--- config.mk ---
export PLATFORM = sky130hd
export DESIGN_NAME = objects_draw_arbiter
export DESIGN_NICKNAME = d
export VERILOG_FILES = /design/src/rtl/objects_pkg.sv /design/src/rtl/sat_counter.sv /design/src/rtl/objects_draw_arbiter.sv
export SDC_FILE = /design/constraint.sdc
export NUM_CORES = 1
export LEC_CHECK = 0
export BUFFER_PORTS_ARGS = -buffer_cell sky130_fd_sc_hd__buf_2
export CAP_MARGIN = 30
export CORE_MARGIN = 5
export CORE_UTILIZATION = 30
export DETAILED_ROUTE_END_ITERATION = 8
export GPL_TIMING_DRIVEN = 1
export SETUP_SLACK_MARGIN = 0.02
export SYNTH_ARGS = -nofsm -noshare
export SYNTH_HDL_FRONTEND = slang
export SYNTH_SLANG_ARGS = --single-unit
export TNS_END_PERCENT = 10
--- constraint.sdc ---
create_clock -name CLK -period 2.2 [get_ports CLK]
set_input_delay 0.22 -clock CLK [delete_from_list [all_inputs] [get_ports CLK]]
set_output_delay 0.22 -clock CLK [all_outputs]
set_load 0.02 [all_outputs]
--- src/rtl/objects_pkg.sv ---
// Shared object codes and frame-tracking FSM states for the draw arbiter and RGB mux.
package objects_pkg;

  localparam int unsigned OBJ_W = 8;

  localparam logic [OBJ_W-1:0] OBJ_BACKGROUND = 8'h00;
  localparam logic [OBJ_W-1:0] OBJ_FROG       = 8'h01;
  localparam logic [OBJ_W-1:0] OBJ_WATERFALL  = 8'h03;
  localparam logic [OBJ_W-1:0] OBJ_LOG        = 8'h04;

  typedef enum logic [1:0] {
    WAIT_FRAME = 2'd0,
    ACCUM      = 2'd1,
    DECIDE     = 2'd2
  } frame_state_t;

endpackage

--- src/rtl/sat_counter.sv ---
// Saturating up-counter with synchronous clear and parallel load.
module sat_counter #(
  parameter int unsigned CNT_W = 16
) (
  input  logic             clk,
  input  logic             rst_n,
  input  logic             clr,
  input  logic             load,
  input  logic [CNT_W-1:0] load_val,
  input  logic             en,
  output logic [CNT_W-1:0] count
);

  localparam logic [CNT_W-1:0] CNT_MAX = '1;

  // Clear wins over load, load wins over increment; the count sticks at max.
  always_ff @(posedge clk) begin
    if (!rst_n) begin
      count <= '0;
    end else if (clr) begin
      count <= '0;
    end else if (load) begin
      count <= load_val;
    end else if (en && (count != CNT_MAX)) begin
      count <= count + CNT_W'(1);
    end
  end

endmodule

--- src/rtl/objects_draw_arbiter.sv ---
// Per-pixel object priority select plus per-frame frog/log and frog/water overlap
// accounting that reports log riding and drowning once per completed frame.
module objects_draw_arbiter
  import objects_pkg::*;
#(
  parameter int unsigned DROWN_THRESHOLD = 16,
  parameter int unsigned CNT_W           = 16
) (
  input  logic             CLK,
  input  logic             RESETn,
  input  logic             pixel_valid,
  input  logic             startOfFrame,
  input  logic             frog_drawing_request,
  input  logic             log_drawing_request,
  input  logic             waterfall_drawing_request,
  output logic [OBJ_W-1:0] object_to_draw,
  output logic             frog_on_log,
  output logic             frog_drown
);

  frame_state_t     state;
  frame_state_t     state_next;
  logic             log_hit_c;
  logic             water_hit_c;
  logic             cnt_clr_c;
  logic             cnt_load_c;
  logic             cnt_en_c;
  logic             snap_c;
  logic             decide_c;
  logic [OBJ_W-1:0] object_next_c;
  logic [CNT_W-1:0] log_cnt;
  logic [CNT_W-1:0] water_cnt;
  logic [CNT_W-1:0] log_snap;
  logic [CNT_W-1:0] water_snap;

  assign log_hit_c   = pixel_valid & frog_drawing_request & log_drawing_request;
  assign water_hit_c = pixel_valid & frog_drawing_request & waterfall_drawing_request
                       & ~log_drawing_request;

  // Priority select: frog over log over water; blanking forces background.
  always_comb begin
    object_next_c = OBJ_BACKGROUND;
    if (pixel_valid) begin
      if (frog_drawing_request)           object_next_c = OBJ_FROG;
      else if (log_drawing_request)       object_next_c = OBJ_LOG;
      else if (waterfall_drawing_request) object_next_c = OBJ_WATERFALL;
    end
  end

  always_ff @(posedge CLK) begin
    if (!RESETn) state <= WAIT_FRAME;
    else         state <= state_next;
  end

  always_comb begin
    state_next = state;
    case (state)
      WAIT_FRAME: if (startOfFrame) state_next = ACCUM;
      ACCUM:      if (startOfFrame) state_next = DECIDE;
      DECIDE:     state_next = startOfFrame ? DECIDE : ACCUM;
      default:    state_next = WAIT_FRAME;
    endcase
  end

  // The frame-start pixel is the first pixel of the new frame, so counters load it.
  always_comb begin
    cnt_clr_c  = 1'b0;
    cnt_load_c = 1'b0;
    cnt_en_c   = 1'b0;
    snap_c     = 1'b0;
    decide_c   = 1'b0;
    case (state)
      WAIT_FRAME: begin
        cnt_load_c = startOfFrame;
        cnt_clr_c  = ~startOfFrame;
      end
      ACCUM: begin
        cnt_load_c = startOfFrame;
        snap_c     = startOfFrame;
        cnt_en_c   = ~startOfFrame;
      end
      DECIDE: begin
        cnt_load_c = startOfFrame;
        snap_c     = startOfFrame;
        cnt_en_c   = ~startOfFrame;
        decide_c   = 1'b1;
      end
      default: cnt_clr_c = 1'b1;
    endcase
  end

  sat_counter #(.CNT_W(CNT_W)) u_log_cnt (
    .clk      (CLK),
    .rst_n    (RESETn),
    .clr      (cnt_clr_c),
    .load     (cnt_load_c),
    .load_val (CNT_W'(log_hit_c)),
    .en       (cnt_en_c & log_hit_c),
    .count    (log_cnt)
  );

  sat_counter #(.CNT_W(CNT_W)) u_water_cnt (
    .clk      (CLK),
    .rst_n    (RESETn),
    .clr      (cnt_clr_c),
    .load     (cnt_load_c),
    .load_val (CNT_W'(water_hit_c)),
    .en       (cnt_en_c & water_hit_c),
    .count    (water_cnt)
  );

  // Decision reads the snapshot before any same-cycle re-snapshot overwrites it.
  always_ff @(posedge CLK) begin
    if (!RESETn) begin
      object_to_draw <= OBJ_BACKGROUND;
      frog_on_log    <= 1'b0;
      frog_drown     <= 1'b0;
      log_snap       <= '0;
      water_snap     <= '0;
    end else begin
      object_to_draw <= object_next_c;
      frog_drown     <= 1'b0;
      if (snap_c) begin
        log_snap   <= log_cnt;
        water_snap <= water_cnt;
      end
      if (decide_c) begin
        frog_on_log <= (log_snap != '0);
        frog_drown  <= (log_snap == '0) && (32'(water_snap) >= DROWN_THRESHOLD);
      end
    end
  end

endmodule

# After elaboration in Yosys (flattened, before gate mapping)

Index checks and enable logic that the tools add are counted.

Reduce and logical (&&, ||, !) cells: 17
Eq/ne operators: 6
Bitwise operators: 10
Mux-type cells: 16
$add $sub $neg: 2
Magnitude comparators: 1

Operators by type and width:

| cell                                                                                  | number |
|---|---|
| 16-bit by 1-bit adder with 16-bit output (second input constant)                      | 2 |
| 16-bit != test (second input constant)                                                | 2 |
| 16-bit by 5-bit greater-or-equal comparator with 1-bit output (second input constant) | 1 |
| 16-bit zero test                                                                      | 1 |
| 16-bit nonzero test                                                                   | 1 |
| 1-bit two-way mux                                                                     | 9 |
| 3-bit OR reduction                                                                    | 3 |
| 2-bit two-way mux                                                                     | 4 |
| 1-bit bitwise AND                                                                     | 6 |
| 2-bit case mux with 3 select lines                                                    | 1 |
| 2-bit AND reduction                                                                   | 3 |
| 2-bit != test (second input constant)                                                 | 2 |
| 1-bit inverter                                                                        | 4 |
| 2-bit nonzero test                                                                    | 2 |
| 2-bit OR reduction                                                                    | 2 |
| 4-bit OR reduction                                                                    | 1 |
| 1-bit logical AND                                                                     | 3 |
| 3-bit two-way mux                                                                     | 1 |
| 2-bit by 1-bit equality test with 1-bit output (second input constant)                | 1 |
| 2-bit equality test (second input constant)                                           | 1 |
| 2-bit zero test                                                                       | 1 |
| 1-bit case mux with 2 select lines                                                    | 1 |

Flip-flop bits (word level): 76
Input port bits: 7
Word-level logic and storage cells: 64
Output and inout bits: 10

# Logic depth before layout (Yosys ltp)

Gate-level depths: netlist of run 1.

Depth in word-level cells: 7
Depth in mapped cells: 8
Depth with buffers taken out: 6

# Cells and area by module

Synthesis of run 1 repeated with hierarchy kept, for this count alone.

Cells, all modules: 449
Area, all modules: 3592.2 um^2

Modules (own cells, without submodules):

| module               | area an instance (um^2) | sequential area each (um^2) | cells an instance | instances |
|---|---|---|---|---|
| sat_counter          | 1074.8                  | 320.3                       | 133               | 2 |
| objects_draw_arbiter | 1442.6                  | 700.7                       | 183               | 1 |

# Least setup slack after synthesis of run 1

Ideal clock, no wire load.

Path kind: reg2reg
Start: reg state[0]
End: reg u_water_cnt.count[10]
Data required time: 2130 ps
Path slack: 164 ps
Buffers on the path: 1
Library setup time: 70 ps
Arrival time: 1967 ps
Cell stages (with the launch flop): 8
Period minus slack after synthesis: 2036 ps
Cells stage by stage: dfxtp_1 > inv_1 > ha_1 > nand4b_1 > or3_1 > buf_2 > or4_1 > a21oi_1

Longest elaborated chain between the ends: 5
Elaborated cells between the ends (all ways): 11
Classes of those cells: 2 x eq/ne; 3 x mux; 1 x bitwise; 5 x reduce/logical

RTL lines:

| what                                                       | line                       | RTL |
|---|---|---|
| start, declared                                            | objects_draw_arbiter.sv:21 | `frame_state_t state;` |
| start signal, assigned                                     | objects_draw_arbiter.sv:52 | `else state <= state_next;` |
| branches (longest 5 deep; another with 3-bit OR reduction) | --                         |  |
| end signal, assigned                                       | sat_counter.sv:23          | `count <= load_val;` |
| end signal, assigned                                       | sat_counter.sv:25          | `count <= count + CNT_W'(1);` |
| end, declared                                              | sat_counter.sv:11          | `output logic [CNT_W-1:0] count` |

Several ways; the timed one is not identified.
A chain may end at the register's enable or synchronous reset.

# Worst setup path in the final report of run 1

Same ends and word-level chain as after synthesis.

==> results of run 1 <==
final cells by class:
cell class | instances | area [sq um] | share of cell area
multi-input combinational | 303 | 1800 | 0.480
sequential | 67 | 1340 | 0.357
timing repair buffer | 30 | 198 | 0.0527
tap | 140 | 175 | 0.0467
clock buffer | 12 | 155 | 0.0413
clock inverter | 4 | 72.6 | 0.0193
inverter | 2 | 7.51 | 0.00200
what timing repair did:
item	4_1_cts	5_1_grt
endpoints found under the hold margin	0	0
setup endpoints to repair	0	7
gates resized for setup	0	2
state kept, by name, indices dropped and copies added, names as in the netlist:
| register | flops |
|---|---|
| water_snap | 12 |
| log_snap | 16 |
| frog_on_log | 1 |
| object_to_draw | 3 |
| frog_drown | 1 |
| u_water_cnt.count | 16 |
| u_log_cnt.count | 16 |
| state | 2 |
layer usage:
| layer | wire length, um | up-vias | part of all wire | GRT usage |
|---|---|---|---|---|
| met5 | 0 | - | 0 | 0 |
| met2 | 3390 | 67 | 0.44 | 0.185 |
| li1 | - | 1478 | - | - |
| met4 | 223 | 0 | 0.029 | 0.0657 |
| met1 | 3740 | 1367 | 0.49 | 0.163 |
| met3 | 307 | 16 | 0.040 | 0.0338 |
synthesized netlist by cell type, types with 2 or more instances:
| cell | number |
|---|---|
| clkbuf_1 | 16 |
| and3_1 | 5 |
| nand3_1 | 17 |
| or3_1 | 8 |
| and4_1 | 6 |
| a21boi_0 | 29 |
| a21oi_1 | 26 |
| nand4_1 | 12 |
| buf_2 | 9 |
| a211oi_1 | 5 |
| a31oi_1 | 2 |
| nor4_1 | 7 |
| dfxtp_1 | 67 |
| mux2i_1 | 6 |
| nand2b_1 | 4 |
| nor2_1 | 11 |
| a2111o_1 | 2 |
| and2_1 | 4 |
| or2b_1 | 3 |
| nor4b_1 | 2 |
| o41ai_1 | 3 |
| o21ai_0 | 11 |
| nor3_1 | 6 |
| nand2_1 | 81 |
| buf_4 | 5 |
| ha_1 | 6 |
| inv_1 | 2 |
| or4_1 | 14 |
| o31ai_1 | 12 |
| nor2b_1 | 3 |
power breakdown:
group / leakage (nW) / internal (mW) / total (mW) / switching (mW)
combinational: 0.546 / 0.0664 / 0.187 / 0.121
clock: 0.113 / 0.698 / 1.17 / 0.474
sequential: 0.540 / 1.22 / 1.23 / 0.00732
cell families after synthesis:
| family | after synthesis | share of synthesized area |
|---|---|---|
| AO/OA/AOI/OAI | 95 | 0.194 |
| multiplexers | 6 | 0.0184 |
| adder cells (fa/ha/maj) | 6 | 0.0230 |
| buffers and inverters | 32 | 0.0460 |
| AND/OR/NAND/NOR | 191 | 0.307 |
| flip-flops | 67 | 0.411 |
| other | 1 | 0.00115 |
metrics by stage:
step           area [sq um]  cells  hold slack (ns)  setup WS [ns]
2_1_floorplan          3280    402            0.296          0.164
3_3_place_gp           3520    542            0.450          0.140
3_5_place_dp           3520    542            0.458         0.0750
4_1_cts                3740    558           0.0978         0.0594
5_1_grt                3750    558            0.109         0.0387
6_report               3750    558            0.122          0.110
worst paths after layout:
check                                         startpoint                                  to  slack (ns)  depth (start not counted)
worst min register to register  log_snap[9]$_SDFFE_PN0P_            log_snap[9]$_SDFFE_PN0P_        0.47                          2
worst min-delay path                frog_drawing_request        object_to_draw[2]$_SDFF_PP0_        0.12                          2
worst max register to register     state[0]$_SDFFE_PN0P_  u_water_cnt.count[10]$_SDFFE_PP0P_        0.11                          6
worst max-delay path               state[0]$_SDFFE_PN0P_  u_water_cnt.count[10]$_SDFFE_PP0P_        0.11                          6
==> flow_summary.json, run 1 <==
{
  "outcome": "completed",
  "final_common_cell": "nand2_1",
  "power_density_mw_per_mm2": 690,
  "worstPathCellList": "inv_1 -> ha_1 -> nand4b_1 -> or3_4 -> or4_1 -> a21oi_1",
  "crit_fanout": 7,
  "maxCapViolCount": 0,
  "wire_per_inst_um": 13.7,
  "synth-edff-count": 0,
  "grt_pass1_wl_um": 13000,
  "routed_wl_um": 7660,
  "hold_buffers": 0,
  "tightestPinTransition_ns": 0.644,
  "dieArea_sq_mm": 0.0131,
  "synth_seq_area_share": 0.411,
  "synth-async-reset-ratio": 0,
  "fin_util": 0.349,
  "vias": 2928,
  "insertion_delay_ns": 0.36,
  "fill_cells": 1145,
  "drive_above_1_share": 0.122,
  "yosys.area.top_type": "dfxtp_1",
  "via_per_inst": 5.25,
  "hpwl_um": 5500,
  "firstDrtPassIters": 4,
  "synthTopCellsByArea": "dfxtp_1 41%, nand2_1 9.3%, a21boi_0 6.7%, a21oi_1 4.0%, or4_1 3.2%",
  "crit_type": "register to register",
  "clk_pin_slew_ns": 0.07,
  "timing.final.crit_share": 0.950,
  "crit_arrival_ns": 2.38,
  "yosysWarnings": 0,
  "layout_min_cycle_time_ns": 2.09,
  "synth-main-ff-cell": "dfxtp_1",
  "cts_root_buffer": "clkbuf_8",
  "slowest_delay_ns": 0.52,
  "antenna_found_initial": 0,
  "rows": 38,
  "numPortBuffers": 11,
  "synth_top_area_frac": 0.411,
  "rsz0062_at_grt": "no",
  "worst_ep_required_time_ns": 2.49,
  "clock.fmax_mhz": 479,
  "numClockSinks": 67,
  "cp_slowest_cell": "or4_1",
  "grt_max_degree": 35,
  "numCtsBuffers": 9,
  "syn_area_per_cell_sq_um": 8.21,
  "setup_tns_ns": 0,
  "fin_worst_skew_ns": 0.0131,
  "start_util": 0.304,
  "synth_cell_types": 44,
  "finalSetupViolCount": 0,
  "place_congestion": 0.830,
  "slew_viol_final": 0,
  "endpoint_kind": "register",
  "fin_nets": 426,
  "antenna_cells": 0,
  "syn_inst": 398,
  "vdd_drop_max_mv": 0.420,
  "layout_common_cells": "80 x nand2_1, 67 x dfxtp_1, 29 x a21boi_0, 26 x a21oi_1, 19 x buf_4",
  "chipWidth_um": 114,
  "ios": 17,
  "post_cts_buffers": 0,
  "hold_violations": 0,
  "route.detailed.drc": 0,
  "clk_path_buf_depth": 2,
  "cts_tree": "built",
  "p_leak_nw": 1.20,
  "cts_max_level": 3,
  "grt_overflow": 0,
  "power_mw": 2.59,
  "grt_pass1_vias": 2697,
  "cp_num_buf_inv": 1,
  "syn2layout_area_growth_pct": 14.9,
  "synth-seq-cells": 67,
  "drt_iter0_markers": 160,
  "syn-cell-area_sq_mm": 0.00327,
  "coreArea_sq_mm": 0.0107,
  "die_height_um": 114,
  "cp-start-kind": "register",
  "hold_path.class": "input port to register",
  "grt.total_usage": 0.124,
  "crit_family": "simple AND/OR/NAND/NOR gates",
  "maxSlewHeadroom": 0.567,
  "ant_nets": 0
}
Power figures use the tool's default switching activity.
==> inputs of run 2 (changes only) <==
--- a/config.mk
+++ b/config.mk
@@ -8,7 +8,7 @@
 export BUFFER_PORTS_ARGS = -buffer_cell sky130_fd_sc_hd__buf_2
 export CAP_MARGIN = 30
 export CORE_MARGIN = 5
-export CORE_UTILIZATION = 30
+export CORE_UTILIZATION = 32
 export DETAILED_ROUTE_END_ITERATION = 8
 export GPL_TIMING_DRIVEN = 1
 export SETUP_SLACK_MARGIN = 0.02
==> flow_summary.json, run 2 (same netlist as run 1, synthesis figures left out) <==
{
  "place_congestion": 0.812,
  "die_height_um": 111,
  "grt_pass1_vias": 2666,
  "rsz0062_at_grt": "no",
  "cts_max_level": 3,
  "cp_num_buf_inv": 2,
  "setup_tns_ns": 0,
  "clk_pin_slew_ns": 0.07,
  "p_leak_nw": 1.20,
  "insertion_delay_ns": 0.36,
  "worst_ep_required_time_ns": 2.49,
  "hold_buffers": 0,
  "rows": 36,
  "endpoint_kind": "register",
  "ant_nets": 0,
  "final_common_cell": "nand2_1",
  "crit_type": "register to register",
  "crit_arrival_ns": 2.38,
  "clk_path_buf_depth": 2,
  "syn2layout_area_growth_pct": 14.8,
  "layout_common_cells": "80 x nand2_1, 66 x dfxtp_1, 29 x a21boi_0, 26 x a21oi_1, 21 x buf_4",
  "layout_min_cycle_time_ns": 2.09,
  "dieArea_sq_mm": 0.0123,
  "crit_family": "simple AND/OR/NAND/NOR gates",
  "power_density_mw_per_mm2": 659,
  "cts_tree": "built",
  "hpwl_um": 5540,
  "chipWidth_um": 111,
  "worstPathCellList": "inv_1 -> ha_4 -> and4b_2 -> nand4_1 -> buf_4 -> or4_1 -> a21oi_1",
  "switching_share": 0.255,
  "clockPowerShare": 0.427,
  "firstDrtPassIters": 4,
  "slew_viol_final": 0,
  "antenna_found_initial": 0,
  "cp_slowest_cell": "or4_1",
  "maxCapViolCount": 0,
  "routed_wl_um": 7730,
  "grt_max_degree": 35,
  "switching_power_uw": 629,
  "via_per_inst": 5.31,
  "power_mw": 2.47,
  "crit_fanout": 7,
  "vias": 2937,
  "timing.final.crit_share": 0.951,
  "grt.total_usage": 0.128,
  "wire_per_inst_um": 14.0,
  "reg_top3": "log_snap: 16 flops, u_log_cnt.count: 16 flops, u_water_cnt.count: 16 flops",
  "grt_overflow": 0,
  "dpl-instance-area_sq_mm": 0.00351,
  "vdd_drop_max_mv": 0.306,
  "numClockSinks": 67,
  "coreArea_sq_mm": 0.00986,
  "drt_iter0_markers": 183,
  "numPortBuffers": 11,
  "cts_root_buffer": "clkbuf_8",
  "ios": 17,
  "grt_pass1_wl_um": 13100,
  "fin_nets": 428,
  "intPower_mw": 1.84,
  "fin_worst_skew_ns": 0.00764,
  "fin_area_sq_mm": 0.00375,
  "hold_path.class": "input port to register",
  "antenna_cells": 0,
  "pwr-share-seq": 0.497,
  "slowest_delay_ns": 0.47,
  "clock.fmax_mhz": 478,
  "drive_above_1_share": 0.136,
  "route.detailed.drc": 0,
  "start_util": 0.331,
  "hold_violations": 0,
  "finalSetupViolCount": 0,
  "outcome": "completed",
  "cp-start-kind": "register",
  "numCtsBuffers": 9,
  "p_comb_frac": 0.076
}
run 2: cell types whose count changed in the layout (fill, tap and decap cells not counted):
cell,delta
buf_4,+2
dfxtp_2,+1
ha_1,-1
clkinv_4,+2
and4b_2,+1
bufinv_16,-1
clkinv_2,+1
dfxtp_1,-1
ha_4,+1
clkbuf_1,-1
and4b_1,-1
clkbuf_8,-1
run 2: layer usage:
metal	routed length, um	GRT usage	up-vias
li1	-	-	1480
met1	3880	0.176	1381
met2	3380	0.194	63
met3	322	0.0257	13
met4	148	0.0568	0
met5	0	0	-
run 2: cell type report:
| type | count | area (sq um) |
|---|---|---|
| inverter | 2 | 7.51 |
| timing repair buffer | 32 | 213 |
| multi-input combinational | 303 | 1820 |
| clock buffer | 10 | 138 |
| fill | 1005 | 6120 |
| clock inverter | 6 | 65.1 |
| tap | 133 | 166 |
| sequential | 67 | 1340 |
run 2: worst paths after layout:
path	startpoint	end	slack (ns)	cells past startpoint
min	frog_drawing_request	object_to_draw[2]$_SDFF_PP0_	0.11	2
max reg2reg	state[0]$_SDFFE_PN0P_	u_log_cnt.count[15]$_SDFFE_PP0P_	0.11	7
min reg2reg	log_snap[12]$_SDFFE_PN0P_	log_snap[12]$_SDFFE_PN0P_	0.46	2
max	state[0]$_SDFFE_PN0P_	u_log_cnt.count[15]$_SDFFE_PP0P_	0.11	7
run 2: timing repair:
action | 4_1_cts | 5_1_grt
buffers inserted | 0 | 2
gates resized for setup | 2 | 3
pin swaps | 0 | 4
endpoints found under the setup margin | 5 | 14
run 2: power groups by stage:
stage                     clock network, mW  logic [mW]  registers (mW)
after floorplan                           0       0.127            1.26
after global placement                    0       0.177            1.25
after detailed placement                  0       0.180            1.26
after CTS                              1.07       0.181            1.23
after global routing                   1.13       0.209            1.23
final                                  1.06       0.187            1.23
run 2: per-stage QoR:
step | cells | hold WS (ns) | setup WS, ns | util
3_5_place_dp | 535 | 0.456 | 0.000431 | 0.356
5_1_grt | 553 | 0.134 | 0.0144 | 0.380
3_3_place_gp | 535 | 0.452 | 0.110 | 0.356
4_1_cts | 551 | 0.108 | 0.0419 | 0.377
2_1_floorplan | 402 | 0.296 | 0.164 | -
6_report | 553 | 0.114 | 0.109 | 0.380
